<file path="config.mk">
export PLATFORM = sky130hd
export DESIGN_NAME = d1_hb_dec
export DESIGN_NICKNAME = d
export VERILOG_FILES = /design/src/rtl/hb_pkg.sv /design/src/rtl/hb_round_sat.sv /design/src/rtl/d1_hb_dec.sv
export SDC_FILE = /design/constraint.sdc
export NUM_CORES = 1
export LEC_CHECK = 0
export ABC_AREA = 0
export CAP_MARGIN = 20
export CORE_ASPECT_RATIO = 0.6
export CORE_MARGIN = 10
export CORE_UTILIZATION = 60
export DETAILED_ROUTE_END_ITERATION = 10
export GPL_TIMING_DRIVEN = 0
export PLACE_DENSITY = 0.82
export SLEW_MARGIN = 10
export SYNTH_ARGS = -nofsm -noshare
export SYNTH_HDL_FRONTEND = slang
export SYNTH_SLANG_ARGS = --single-unit
</file>
<file path="constraint.sdc">
create_clock -name clk -period 8.44 [get_ports clk]
set_input_delay 1.266 -clock clk [delete_from_list [all_inputs] [get_ports clk]]
set_output_delay 1.266 -clock clk [all_outputs]
set_load 0.01 [all_outputs]
</file>
<file path="src/rtl/hb_pkg.sv">
// Shared half-band constants and bundles for the Rx/Tx rate-change stages.
// Coefficients are common to the E1 interpolator and the D1 decimator.
package hb_pkg;

  localparam int DATA_W = 15;
  localparam int ACC_W  = 25;
  localparam int SHIFT  = 9;
  localparam int PA_W   = DATA_W + 1;
  localparam int NTAP   = 19;

  localparam int C0 = 1;
  localparam int C1 = -4;
  localparam int C2 = 13;
  localparam int C3 = -40;
  localparam int C4 = 158;
  localparam int CC = 256;

  localparam int OUT_MAX = 16383;
  localparam int OUT_MIN = -16384;

  typedef logic signed [DATA_W-1:0] smp_t;
  typedef logic signed [PA_W-1:0]   pre_t;
  typedef logic signed [ACC_W-1:0]  acc_t;

  typedef struct packed {
    pre_t a0;
    pre_t a1;
    pre_t a2;
    pre_t a3;
    pre_t a4;
    smp_t xc;
  } s1_t;

  typedef struct packed {
    acc_t pa;
    acc_t pb;
  } s2_t;

  function automatic pre_t padd(
    input smp_t a,
    input smp_t b
  );
    return PA_W'(a) + PA_W'(b);
  endfunction

endpackage

</file>
<file path="src/rtl/hb_round_sat.sv">
// Round-half-up, arithmetic shift and clip of a wide accumulator.
// Purely combinational so it can close any filter stage.
module hb_round_sat #(
  parameter int ACC_W  = 25,
  parameter int DATA_W = 15,
  parameter int SHIFT  = 9,
  parameter int MAXV   = 16383,
  parameter int MINV   = -16384
) (
  input  logic signed [ACC_W-1:0]  i_acc,
  output logic signed [DATA_W-1:0] o_data,
  output logic                     o_sat
);

  localparam logic signed [ACC_W-1:0] RND =
    ACC_W'(1 << (SHIFT - 1));
  localparam logic signed [ACC_W-1:0] HI =
    ACC_W'(MAXV);
  localparam logic signed [ACC_W-1:0] LO =
    ACC_W'(MINV);

  logic signed [ACC_W-1:0] w_rnd;
  logic signed [ACC_W-1:0] w_shr;

  assign w_rnd = i_acc + RND;
  assign w_shr = w_rnd >>> SHIFT;

  always_comb begin
    o_sat  = 1'b0;
    o_data = w_shr[DATA_W-1:0];
    unique case (1'b1)
      (w_shr > HI): begin
        o_sat  = 1'b1;
        o_data = DATA_W'(MAXV);
      end
      (w_shr < LO): begin
        o_sat  = 1'b1;
        o_data = DATA_W'(MINV);
      end
      default: ;
    endcase
  end

endmodule

</file>
<file path="src/rtl/d1_hb_dec.sv">
// Rx 2:1 decimating half-band FIR, 19 taps, three-stage pipeline.
// A phase-1 acceptance launches one output three edges later.
module d1_hb_dec
  import hb_pkg::*;
(
  input  logic                     clk,
  input  logic                     rst_n,
  input  logic                     sync_clr,
  input  logic                     in_valid,
  input  logic signed [DATA_W-1:0] in_D1,
  output logic                     out_valid,
  output logic signed [DATA_W-1:0] out_D1,
  output logic                     out_sat
);

  smp_t r_x [NTAP];
  logic r_ph;
  logic r_v0;
  logic r_v1;
  logic r_v2;
  s1_t  r_s1;
  s2_t  r_s2;

  acc_t w_sum;
  smp_t w_y;
  logic w_sat;

  assign w_sum = r_s2.pa + r_s2.pb;

  hb_round_sat #(
    .ACC_W  (ACC_W),
    .DATA_W (DATA_W),
    .SHIFT  (SHIFT),
    .MAXV   (OUT_MAX),
    .MINV   (OUT_MIN)
  ) u_rs (
    .i_acc  (w_sum),
    .o_data (w_y),
    .o_sat  (w_sat)
  );

  always_ff @(posedge clk or negedge rst_n) begin
    if (!rst_n) begin
      for (int k = 0; k < NTAP; k++) begin
        r_x[k] <= '0;
      end
      r_ph      <= 1'b0;
      r_v0      <= 1'b0;
      r_v1      <= 1'b0;
      r_v2      <= 1'b0;
      r_s1      <= '0;
      r_s2      <= '0;
      out_valid <= 1'b0;
      out_D1    <= '0;
      out_sat   <= 1'b0;
    end else if (sync_clr) begin
      for (int k = 0; k < NTAP; k++) begin
        r_x[k] <= '0;
      end
      r_ph      <= 1'b0;
      r_v0      <= 1'b0;
      r_v1      <= 1'b0;
      r_v2      <= 1'b0;
      out_valid <= 1'b0;
    end else begin
      if (in_valid) begin
        r_x[0] <= in_D1;
        for (int k = 1; k < NTAP; k++) begin
          r_x[k] <= r_x[k-1];
        end
        r_ph <= ~r_ph;
      end
      r_v0      <= in_valid & r_ph;
      r_v1      <= r_v0;
      r_v2      <= r_v1;
      out_valid <= r_v2;
      // window is stable here even if a new sample shifts in
      if (r_v0) begin
        r_s1 <= '{
          a0: padd(r_x[0], r_x[18]),
          a1: padd(r_x[2], r_x[16]),
          a2: padd(r_x[4], r_x[14]),
          a3: padd(r_x[6], r_x[12]),
          a4: padd(r_x[8], r_x[10]),
          xc: r_x[9]
        };
      end
      if (r_v1) begin
        r_s2.pa <= ACC_W'(C0 * r_s1.a0
                        + C1 * r_s1.a1
                        + C2 * r_s1.a2);
        r_s2.pb <= ACC_W'(C3 * r_s1.a3
                        + C4 * r_s1.a4
                        + CC * r_s1.xc);
      end
      if (r_v2) begin
        out_D1  <= w_y;
        out_sat <= w_sat;
      end
    end
  end

endmodule

</file>
; Word level (Yosys, flattened, before mapping)
; Cells that the tools add are included.
[totals]
wordCells = 69
inputBits = 19
ff_bits = 451
output_inout_bits = 17
[op_classes]
add_sub_neg = 12
muxes = 10
bitwise_logic = 3
n_lt_le_gt_ge = 2
reduce_logical = 5
mul = 3
[ops]
columns = operator, n
row1 = two-way mux 285 bit, 2
row2 = adder 15 x 15 -> 16 bit, 5
row3 = case mux 15 bit (2 select lines), 1
row4 = adder 16 x 25 -> 25 bit, 1
row5 = adder 23 x 25 -> 25 bit, 1
row6 = "adder 25 x 10 -> 25 bit, second input constant", 1
row7 = adder 25 x 21 -> 25 bit, 1
row8 = adder 25 x 23 -> 25 bit, 1
row9 = adder 25 bit, 1
row10 = "multiplier 8 x 16 -> 24 bit, first input constant", 1
row11 = negator 16 -> 23 bit, 1
row12 = "multiplier 5 x 16 -> 21 bit, first input constant", 1
row13 = "multiplier 4 x 16 -> 20 bit, first input constant", 1
row14 = "greater-than comparator 16 x 15 -> 1 bit, second input constant", 1
row15 = "less-than comparator 16 x 15 -> 1 bit, second input constant", 1
row16 = two-way mux 1 bit, 7
row17 = AND reduction 2 bit, 3
row18 = NOT 1 bit, 2
row19 = nonzero test 2 bit, 1
row20 = OR reduction 2 bit, 1
row21 = bitwise AND 1 bit, 1

; Logic depth before layout (Yosys ltp)
[logic_depth]
word_depth = 5
depth_mapped = 28
mapped_depth_nobuf = 28

; Cells and area by module
; A second synthesis with hierarchy kept.
[hier_totals]
cells_unflattened = 3048
hier_area_um2 = 30214.0
[by_module_without_submodules]
columns = module, area_each_um2, cells_each, n_inst, seq_area_each_um2
row1 = d1_hb_dec, 29702.2, 2981, 1, 11260.8
row2 = hb_round_sat, 511.7, 67, 1, 0.0

; Least setup slack after synthesis
; OpenSTA, ideal clock, no wires.
[synth_path]
path_type = register to register
startpoint = register r_s1[20] in the netlist's numbering
endpoint = register r_s2[24] in the netlist's numbering
setup_slack_ps = 2415
synth_period_minus_slack_ps = 6025
n_path_buf = 0
arrival_ps = 5896
stages_incl_launch_ff = 27
setup_time_ps = 129
required_time_ps = 8311
cell_sequence = dfrtp_1 -> ha_1 -> inv_1 -> fa_1 -> inv_1 -> fa_1 -> inv_1 -> fa_1 -> inv_1 -> ha_1 -> a21oi_1 -> nand2_1 -> a21o_1 -> a21oi_1 -> xor2_1 -> fa_1 -> inv_1 -> ha_1 -> and4_4 -> o2bb2ai_1 -> a2111oi_2 -> o21a_1 -> o211ai_1 -> nor3b_1 -> a2111oi_4 -> xnor2_1 -> o21ai_1
[synth_between]
elab_chain_cells = 3
[synth_lines]
columns = element, line
row1 = "start, declared", d1_hb_dec.sv:21  ; s1_t r_s1;
row2 = "start signal, assigned", d1_hb_dec.sv:79  ; r_s1 <= '{
row3 = multiplier 8 x 16 -> 24 bit, d1_hb_dec.sv:93  ; + C4 * r_s1.a4
row4 = adder 23 x 25 -> 25 bit, d1_hb_dec.sv:93
row5 = adder 25 x 23 -> 25 bit, d1_hb_dec.sv:94  ; + CC * r_s1.xc);
row6 = "end, declared", d1_hb_dec.sv:22  ; s2_t r_s2;
; No other way between the ends.
; A chain may end at the register's enable or synchronous reset.

; Worst setup path in the final report
[layout_path]
startpoint = register r_s1[21] in the netlist's numbering
endpoint = register r_s2[23] in the netlist's numbering
; Same word-level chain as after synthesis.

==> impl_metrics.tcl <==
set metrics [dict create \
    fin_setup_tns_ps 0 \
    htreeDepth 2 \
    cts_resized 0 \
    drive_above_1_share 0.0353 \
    rows 63 \
    worstPathArrival_ps 7450 \
    startpoint "r_s1[21]$_DFFE_PN0P_" \
    synth-main-ff-cell "dfrtp_1" \
    start_util 0.610 \
    ir_worst_vdd_mv 0.202 \
    final-setup-viol-count 0 \
    antenna_found_initial 0 \
    cts_hold_buf 0 \
    async_flop_share 1.00 \
    grt_pass1_vias 22700 \
    start_kind "flop" \
    synth-edff-count 0 \
    fin_skew_ps 21.7 \
    max_slew.worst_pin.slew_ps 1040 \
    period_needed_ps 7020 \
    grt.overflow.total 0 \
    synth-seq-area-share 0.370 \
    regToRegStartpoint "r_s1[21]$_DFFE_PN0P_" \
    ys_ff_latch 449 \
    grt_max_degree 112 \
    cts_buffers 43 \
    insertedDiodeCount 0 \
    finalMaxSlewViolations 0 \
    post_cts_buffers 0 \
    path_clk_slew_ps 70 \
    hold_start "out_D1[14]$_DFFE_PN0P_" \
    die-area_sq_um 60300 \
    die_h_microns 194 \
    final_nets 3634 \
    maxSlewHeadroom 0.303 \
    hold_viol 0 \
    io_buffer_count 34 \
    syn_nets 3551 \
    cp_max_fo 6 \
    gp_congestion 0.935 \
    wl_microns 80700 \
    drcViolationCount 0 \
    first_iter_violations 2353 \
    dp_cells 3810 \
    syn_avg_cell_area_sq_um 9.82 \
    ant_nets 0 \
    final_cells 3886 \
    synth_area_leader_cell "dfrtp_1" \
    fin_hold_ws_ps 475 \
    insertion_delay_ps 580 \
    cts.sinks 449 \
    cp.required_ps 8870 \
    wire_per_inst_microns 20.8 \
    routed_via_density 5.94 \
    synth.top_cells.by_count "dfrtp_1 (449), nor2_1 (365), inv_1 (333)" \
    p_leak_nw 17.3 \
    rsz0062_at_grt "false" \
    cts_tree "done" \
    synth.cell_area_sq_um 30400 \
    end_kind "flop" \
    grt_usage 0.266 \
    fin_crit_sh 0.832 \
    hp-class "reg -> reg" \
    r2r_cells 27 \
    crit_type "reg -> reg" \
    ys_types 82 \
    synth.most_common_cell "dfrtp_1" \
    dp_hpwl_microns 63900 \
    coreArea_sq_um 49700 \
    hold_depth 2 \
    clockBufferDepth 3 \
    max_freq_mhz 142 \
    syn_inst 3090 \
    area_growth_pct 9.28 \
    drv_cap 0 \
    cts-root-buf "clkbuf_16" \
    yosysTopAreaCellShare 0.370 \
    status "finished, final reports clean" \
    synth_area_leaders "dfrtp_1 (37%), ha_1 (13%), mux2i_1 (9.6%)" \
    grt_pass1_wl_microns 128000 \
    vias 23100 \
    yosysWarnings 0 \
    dr.pass1.iters 6 \
    die_w_microns 310 \
    p_per_area_nw_per_um2 234 \
    io-pin-count 36 \
]
state kept, by name, summed over array words and instances (netlist names), 15 cells and up:
signal  cells
r_x       285
r_s2       48
r_s1       95
out_D1     15
where the power goes:
group | total, W | leakage [nW] | switching [W] | internal, W
registers | 0.00244 | 6.18 | 0.000127 | 0.00231
logic | 0.00323 | 10.4 | 0.00191 | 0.00131
clock network | 0.00209 | 0.740 | 0.000880 | 0.00121
total | 0.00776 | 17.3 | 0.00292 | 0.00484
critical path: stages (launching register included):
cell and delay, ps:
dfrtp_1 560, ha_1 210, inv_1 50, fa_1 490
inv_1 60, fa_1 530, inv_1 50, fa_1 470
inv_1 40, ha_1 330, a21o_1 170, a21oi_1 310
o21ai_0 200, o31a_1 280, o21ai_0 220, nand2_1 160
fa_1 510, inv_1 40, ha_1 370, a21oi_1 210
o21ai_0 140, a21o_1 200, a21oi_1 220, o21ai_0 140
a211oi_1 390, a21oi_1 150, xnor2_1 260, o21ai_0 120
worst paths after layout:
path,endpoint,slack [ps]
max,r_s2[23]$_DFFE_PN0P_,1420
min,out_D1[14]$_DFFE_PN0P_,480
max reg2reg,r_s2[23]$_DFFE_PN0P_,1420
min reg2reg,out_D1[14]$_DFFE_PN0P_,480
max in group asynchronous,r_x[145]$_DFFE_PN0P_,6080
min in group asynchronous,out_D1[1]$_DFFE_PN0P_,540
routing by layer:
| metal | vias up | wire length, microns | GRT usage | part of all wire |
|---|---|---|---|---|
| met5 | - | 0 | 0 | 0 |
| met4 | 0 | 1130 | 0.0428 | 0.014 |
| met3 | 93 | 8360 | 0.0619 | 0.10 |
| met2 | 901 | 33400 | 0.372 | 0.41 |
| met1 | 11500 | 37800 | 0.416 | 0.47 |
| li1 | 10600 | - | - | - |
cell families (layout without fill, tap and decap cells):
family,after synthesis,after routing,synth area share
flip-flops,449,449,0.370
multiplexers,294,294,0.0971
AND/OR/NAND/NOR,826,826,0.118
AO/OA/AOI/OAI,479,479,0.100
buffers and inverters,437,551,0.0540
adder cells (fa/ha/maj),444,444,0.214
XOR/XNOR,161,161,0.0464
through the flow:
stage / util / area (sq um) / total power (W) / setup WS [ps]
finish: 0.667 / 33200 / 0.00776 / 1420
global route: 0.667 / 33200 / 0.00827 / 1030
CTS: 0.667 / 33200 / 0.00775 / 1560
detailed placement: 0.637 / 31700 / 0.00565 / 1570
global placement: 0.634 / 31600 / 0.00551 / -12780
floorplan: - / 30400 / 0.00477 / 2410
cell usage in the layout, fill, tap and decap left out, types with 14 or more instances in the layout:
cell type        instances
a211oi_1                16
a21o_1                  37
a21oi_1                113
and3_1                  17
buf_1                   40
clkbuf_1                70
clkbuf_16               44
clkdlybuf4s50_1         33
dfrtp_1                449
fa_1                   128
ha_1                   314
inv_1                  333
mux2i_1                290
nand2_1                255
nand2b_1                23
nand3_1                 33
nor2_1                 365
nor2b_1                 16
nor3_1                  53
o211ai_1                14
o21a_1                  15
o21ai_0                175
or3_1                   15
xnor2_1                 94
xor2_1                  67
area by class of cell:
cell class              count  area, sq um
clock buffers              61         1270
plain buffers             104          390
flip-flops and latches    449        11200
multi-input cells        2204        17500
inverters                 333         1250
fillers                  3806        16600
repair buffers             38          455
clock inverters            15          233
well taps                 682          853
Power figures use the tool's default switching activity.
